### config.mk
export PLATFORM = sky130hd
export DESIGN_NAME = seq_magnitude_comparator
export DESIGN_NICKNAME = d
export VERILOG_FILES = /design/src/rtl/seq_magnitude_comparator.sv
export SDC_FILE = /design/constraint.sdc
export NUM_CORES = 1
export LEC_CHECK = 0
export CORE_ASPECT_RATIO = 1.2
export CORE_MARGIN = 3
export CORE_UTILIZATION = 38
export CTS_CLUSTER_SIZE = 40
export DETAILED_ROUTE_END_ITERATION = 10
export PLACE_DENSITY = 0.66
export SLEW_MARGIN = 10
export SYNTH_ARGS = -nofsm -noshare
export SYNTH_HDL_FRONTEND = slang
export SYNTH_SLANG_ARGS = --single-unit
### constraint.sdc
create_clock -name clk -period 2 [get_ports clk]
set_input_delay 0.2 -clock clk [delete_from_list [all_inputs] [get_ports clk]]
set_output_delay 0.2 -clock clk [all_outputs]
set_load 0.02 [all_outputs]
### src/rtl/seq_magnitude_comparator.sv
// Multi-cycle magnitude comparator: scans WIDTH-bit operands CHUNK bits per cycle, MSB chunk first,
// with optional early exit at the first differing chunk and per-operation signed/unsigned mode.
module seq_magnitude_comparator #(
  parameter int unsigned WIDTH      = 16,
  parameter int unsigned CHUNK      = 4,
  parameter int unsigned EARLY_EXIT = 1,
  localparam int unsigned NCHUNK    = WIDTH / CHUNK,
  localparam int unsigned CW        = $clog2(NCHUNK + 1)
) (
  input  logic             clk,
  input  logic             rst,
  input  logic             in_valid,
  output logic             in_ready,
  input  logic [WIDTH-1:0] inp1,
  input  logic [WIDTH-1:0] inp2,
  input  logic             is_signed,
  output logic             out_valid,
  input  logic             out_ready,
  output logic             lt,
  output logic             gt,
  output logic             eq,
  output logic [CW-1:0]    out_chunks
);

  typedef enum logic [1:0] {IDLE, CMP, DONE} state_e;

  state_e           state_q, state_d;
  logic [WIDTH-1:0] a_q, a_d, b_q, b_d;
  logic [CW-1:0]    cnt_q, cnt_d;
  logic             hit_q, hit_d, hlt_q, hlt_d, hgt_q, hgt_d;
  logic             lt_q, lt_d, gt_q, gt_d, eq_q, eq_d;
  logic [CW-1:0]    chunks_q, chunks_d;

  logic [CHUNK-1:0] ca, cb;
  logic             cur_diff, last, res_hit, res_lt, res_gt;

  // Operands shift left each cycle so the chunk under test is always the top CHUNK bits.
  assign ca = a_q[WIDTH-1 -: CHUNK];
  assign cb = b_q[WIDTH-1 -: CHUNK];

  always_comb begin
    cur_diff = (ca != cb);
    last     = (cnt_q == CW'(NCHUNK - 1));
    res_hit  = hit_q | cur_diff;
    // Once a difference is recorded, lower chunks cannot override it.
    res_lt   = hit_q ? hlt_q : (ca < cb);
    res_gt   = hit_q ? hgt_q : (ca > cb);
  end

  always_ff @(posedge clk) begin
    if (rst) begin
      state_q  <= IDLE;
      a_q      <= '0;
      b_q      <= '0;
      cnt_q    <= '0;
      hit_q    <= 1'b0;
      hlt_q    <= 1'b0;
      hgt_q    <= 1'b0;
      lt_q     <= 1'b0;
      gt_q     <= 1'b0;
      eq_q     <= 1'b0;
      chunks_q <= '0;
    end else begin
      state_q  <= state_d;
      a_q      <= a_d;
      b_q      <= b_d;
      cnt_q    <= cnt_d;
      hit_q    <= hit_d;
      hlt_q    <= hlt_d;
      hgt_q    <= hgt_d;
      lt_q     <= lt_d;
      gt_q     <= gt_d;
      eq_q     <= eq_d;
      chunks_q <= chunks_d;
    end
  end

  always_comb begin
    state_d  = state_q;
    a_d      = a_q;
    b_d      = b_q;
    cnt_d    = cnt_q;
    hit_d    = hit_q;
    hlt_d    = hlt_q;
    hgt_d    = hgt_q;
    lt_d     = lt_q;
    gt_d     = gt_q;
    eq_d     = eq_q;
    chunks_d = chunks_q;
    case (state_q)
      IDLE: begin
        if (in_valid) begin
          // Flipping the sign bits turns a two's-complement compare into an unsigned one.
          a_d            = inp1;
          b_d            = inp2;
          a_d[WIDTH-1]   = inp1[WIDTH-1] ^ is_signed;
          b_d[WIDTH-1]   = inp2[WIDTH-1] ^ is_signed;
          cnt_d          = '0;
          hit_d          = 1'b0;
          hlt_d          = 1'b0;
          hgt_d          = 1'b0;
          state_d        = CMP;
        end
      end
      CMP: begin
        a_d   = a_q << CHUNK;
        b_d   = b_q << CHUNK;
        cnt_d = cnt_q + 1'b1;
        hit_d = res_hit;
        hlt_d = res_lt;
        hgt_d = res_gt;
        if (((EARLY_EXIT != 0) && cur_diff) || last) begin
          lt_d     = res_lt;
          gt_d     = res_gt;
          eq_d     = ~res_hit;
          chunks_d = cnt_q + 1'b1;
          state_d  = DONE;
        end
      end
      DONE: begin
        if (out_ready) state_d = IDLE;
      end
      default: state_d = IDLE;
    endcase
  end

  always_comb begin
    in_ready  = (state_q == IDLE);
    out_valid = (state_q == DONE);
  end

  assign lt         = lt_q;
  assign gt         = gt_q;
  assign eq         = eq_q;
  assign out_chunks = chunks_q;

endmodule

== After elaboration in Yosys (flattened, before gate mapping) ==
Cells that the tools add are included.

* Bits in registers: 46
* Input bits: 37

* Add/sub/neg operators: 1
* $lt $le $gt $ge: 2
* Equal/unequal tests: 7
* Multiplexer cells: 16
* Bitwise gates (word level): 4
* Reduce and logical (&&, ||, !) cells: 6

{| class="wikitable"
|+ Operator list
! operator !! count
|-
| case mux 16 bit (2 select lines) || 2
|-
| 2-to-1 mux 16 bit || 2
|-
| 2-to-1 mux 2 bit || 3
|-
| case mux 1 bit (2 select lines) || 3
|-
| case mux 2 bit (3 select lines) || 1
|-
| case mux 3 bit (2 select lines) || 1
|-
| greater-than comparator 4 bit || 1
|-
| less-than comparator 4 bit || 1
|-
| != test 2 bit, second input constant || 2
|-
| != test 4 bit || 1
|-
| AND reduction 2 bit || 2
|-
| adder 3 x 1 -> 3 bit, second input constant || 1
|-
| equality test 3 x 2 -> 1 bit, second input constant || 1
|-
| 2-to-1 mux 1 bit || 3
|-
| 2-to-1 mux 3 bit || 1
|-
| AND reduction 3 bit || 1
|-
| equality test 2 x 1 -> 1 bit, second input constant || 1
|-
| equality test 2 bit, second input constant || 1
|-
| logical NOT 2 bit || 1
|-
| != test 2 x 1 -> 1 bit, second input constant || 1
|-
| nonzero test 2 bit || 1
|-
| bitwise XOR 1 bit || 2
|-
| logical OR 1 bit || 1
|-
| inverter 1 bit || 1
|-
| OR 1 bit || 1
|}

== Longest topological paths before layout ==
* Word-level depth: 4
* Mapped depth: 6
* Gate-level depth less buffers: 6

== Least setup slack after synthesis ==
Ideal clock, no wire load.

* Path type: register to register
* Start: register b_q[15]
* End: register chunks_q[0], in the netlist out_chunks[0]
* Library setup time: 0.086 ns
* Arrival time: 1.349 ns
* Required time: 1.914 ns
* Slack: 0.565 ns
* Stages on the path, launching flop included: 7
* Clock period less this slack: 1.435 ns
* Cell sequence: dfxtp_1 inv_1 ha_1 and4_1 a21oi_2 nor2_1 a211oi_1

* Word-level cells in the longest chain between the ends: 3

{| class="wikitable"
|+ RTL lines
! element !! RTL line !! source
|-
| from (decl) || 28 || <nowiki>logic [WIDTH-1:0] a_q, a_d, b_q, b_d;</nowiki>
|-
| from (signal assigned) || 54 || <nowiki>b_q <= '0;</nowiki>
|-
| from (signal assigned) || 66 || <nowiki>b_q <= b_d;</nowiki>
|-
| != test 4 bit || 42 || <nowiki>cur_diff = (ca != cb);</nowiki>
|-
| logical OR 1 bit || 112 || <nowiki>if (((EARLY_EXIT != 0) && cur_diff) || last) begin</nowiki>
|-
| AND reduction 2 bit (no line) || n/a ||
|-
| to (signal assigned) || 74 || <nowiki>chunks_q <= chunks_d;</nowiki>
|-
| to (decl) || 32 || <nowiki>logic [CW-1:0] chunks_q, chunks_d;</nowiki>
|}

No other way between the ends.
A chain may end at the register's enable or synchronous reset.

== Worst setup path in the final report ==
* Start: register state_q[0]
* End: output port out_valid

* Word-level cells in the longest chain between the ends: 1

{| class="wikitable"
|+ RTL lines
! element !! RTL line !! source
|-
| from (decl) || 27 || <nowiki>state_e state_q, state_d;</nowiki>
|-
| from (signal assigned) || 64 || <nowiki>state_q <= state_d;</nowiki>
|-
| equality test 2 bit || 129 || <nowiki>out_valid = (state_q == DONE);</nowiki>
|-
| to (decl) || 17 || <nowiki>output logic out_valid,</nowiki>
|}

No other way between the ends.

==> impl_metrics.yaml <==
cts:
  cts_made_buffers: 5
  path_clk_slew_ps: 80
  cts_tree: "built"
  cts_setup_buffers: 0
  clock_latency_ps: 300
  root_buffer: "clkbuf_8"
  cts_hold_buf: 0
  clockBufferDepth: 2
  ctsResizeCount: 0
  h-tree-depth: 2
  cts.sink_count: 46
route:
  drc: 0
  drt-vias-per-instance: 5.06
  vias: 1808
  ant_nets: 0
  wl_per_cell_um: 12.8
  dr.pass1.iters: 4
  dr.first_iter.drc_count: 111
  routed_wirelength_um: 4580
flow_run:
  max_cap_viol_count: 0
final_layout:
  layout-drive-gt1-share: 0.0610
  syn2layout_area_growth_pct: 26.7
  final_common_cell: "nand2_1"
  nets: 338
  postLayoutCoreUtil: 0.502
  n_antenna_cell: 0
  final_cell_mix: "nand2_1 (55), dfxtp_1 (46), clkdlybuf4s50_1 (44), nor2_1 (40), a311oi_1 (22)"
setup_path:
  r2r_start: "b_q[14]"
  worst-endpoint-required_ps: 1800
  critPathArrivalTime_ps: 1580
  cp-startpoint: "state_q[0]"
  criticalPathCategory: "reg2out"
  r2r_slack_ps: 350
  crit_end: "out_valid"
  worstPathMaxFanout: 12
  r2r-end: "out_chunks[0]"
  end_kind: "primary output"
  worst-r2r-cell-count: 6
  start_kind: "flip-flop"
floorplan:
  num_rows: 29
  die-area_mm2: 0.00649
  initial_utilization: 0.396
  top_level_ports: 45
  die_width_um: 74.1
  dieHeight_um: 87.7
  core_mm2: 0.00533
synthesis:
  synth_area_mm2: 0.00211
  ys_warn_count: 0
  synth.area.top_cells: "dfxtp_1 (44%), nand2_1 (9.8%), a311oi_1 (9.1%)"
  syn_nets: 300
  synth_seq_cells: 46
  syn_inst: 257
  synth_cell_types: 32
  avgSynthCellArea_um2: 8.22
  yosysTopAreaCell: "dfxtp_1"
  synth-seq-area-share: 0.436
  netlist.area_leader.share: 0.436
sta:
  tns_ps: 0
  setup_viol: 0
  holdWs_ps: 459
  finalHoldViolCount: 0
  fmax_mhz: 563
  fin_crit_sh: 0.888
  report.final.slew_viol_count: 0
  worst_slew_margin_rel: 0.701
  rsz0062_at_grt: "no"
  finalCriticalPeriod_ps: 1780
  timing.final.ws_setup_ps: 224
  worstMarginPinSlew_ps: 444
  clock_skew_ps: 11.2
global_routing:
  grt_pass1_vias: 1665
  grt_pass1_wl_um: 7630
  grt_max_degree: 47
  grt_overflow: 0
  grt.total_usage: 0.152
  antenna_found_initial: 0
power:
  power_mw: 2.34
  powerDensity_mw_per_mm2: 874
  worst_ir_drop_vdd_mv: 0.408
  p_leak_nw: 1.03
run_status:
  status: "finished, final reports clean"
place:
  post-dp-hpwl_um: 3320
  globalplace.congestion: 0.778
  io_buffers: 44
  pre_cts_ws_ps: 310
hold_path:
  hp-class: "reg2reg"
-- cells by family after synthesis --
kind of cell	after synthesis	synth area share
adder cells (fa/ha/maj)	6	0.0355
AO/OA/AOI/OAI	60	0.210
buffers and inverters	28	0.0764
XOR/XNOR	2	0.00830
AND/OR/NAND/NOR	115	0.233
flip-flops	46	0.436
-- worst min path at each step --
stage                         from      end  cells past startpoint
after floorplan            inp1[3]   a_q[3]                      2
after global placement     b_q[15]  b_q[15]                      2
after detailed placement   a_q[15]  a_q[15]                      2
after CTS                  b_q[15]  b_q[15]                      2
after global routing      inp2[10]  b_q[10]                      3
final                      b_q[15]  b_q[15]                      2
-- report_power, final --
group | leakage [nW] | total [mW] | switching, mW | internal, mW
registers | 0.379 | 1.09 | 0.0693 | 1.02
logic | 0.596 | 0.555 | 0.293 | 0.262
clock network | 0.0573 | 0.696 | 0.296 | 0.400
total | 1.03 | 2.34 | 0.659 | 1.68
-- flip-flops by register name, indices dropped and copies added, names as in the netlist --
register,count
a_q,16
b_q,16
cnt_q,3
eq,1
gt,1
hgt_q,1
hit_q,1
hlt_q,1
lt,1
out_chunks,3
state_q,2
-- layer usage --
layer,wire (um),track usage,vias to the layer above
li1,-,-,970
met1,2080,0.189,798
met2,2240,0.252,34
met3,187,0.0344,6
met4,81,0.0593,0
met5,0,0,-
-- critical path: stages (launching register included) --
cell and delay, ps:
dfxtp_1 610, nor2b_1 110, clkdlybuf4s50_1 560
-- layout make-up --
type,count,area (um^2)
fill,508,2660
multi-input combinational,183,1030
sequential,46,921
timing repair buffer,51,505
clock buffer,6,82.6
tap,62,77.6
clock inverter,1,30.0
inverter,8,30.0
-- per-stage QoR --
step,instance area [um^2],std cells
after floorplan,2110,257
after global placement,2560,350
after detailed placement,2560,350
after CTS,2680,357
after global routing,2680,357
final,2680,357
-- Yosys cell counts --
cell,instances
a22oi_1,6
nor2_4,2
a21oi_1,13
a211oi_1,4
ha_1,6
dfxtp_1,46
o21ai_0,3
nor2b_1,8
o21ai_1,1
buf_2,6
buf_4,3
nand2b_1,2
buf_6,5
nand4_1,1
nand2_1,55
a22o_1,1
nor2_1,40
and4_1,1
nor4_1,1
xnor2_1,2
or2_1,1
a31oi_1,2
a21oi_2,1
a2bb2o_1,1
nand2b_2,1
a2bb2oi_1,3
nor3_1,3
o211ai_1,2
clkbuf_1,6
a32o_1,1
inv_1,8
a311oi_1,22
Power figures use the tool's default switching activity.
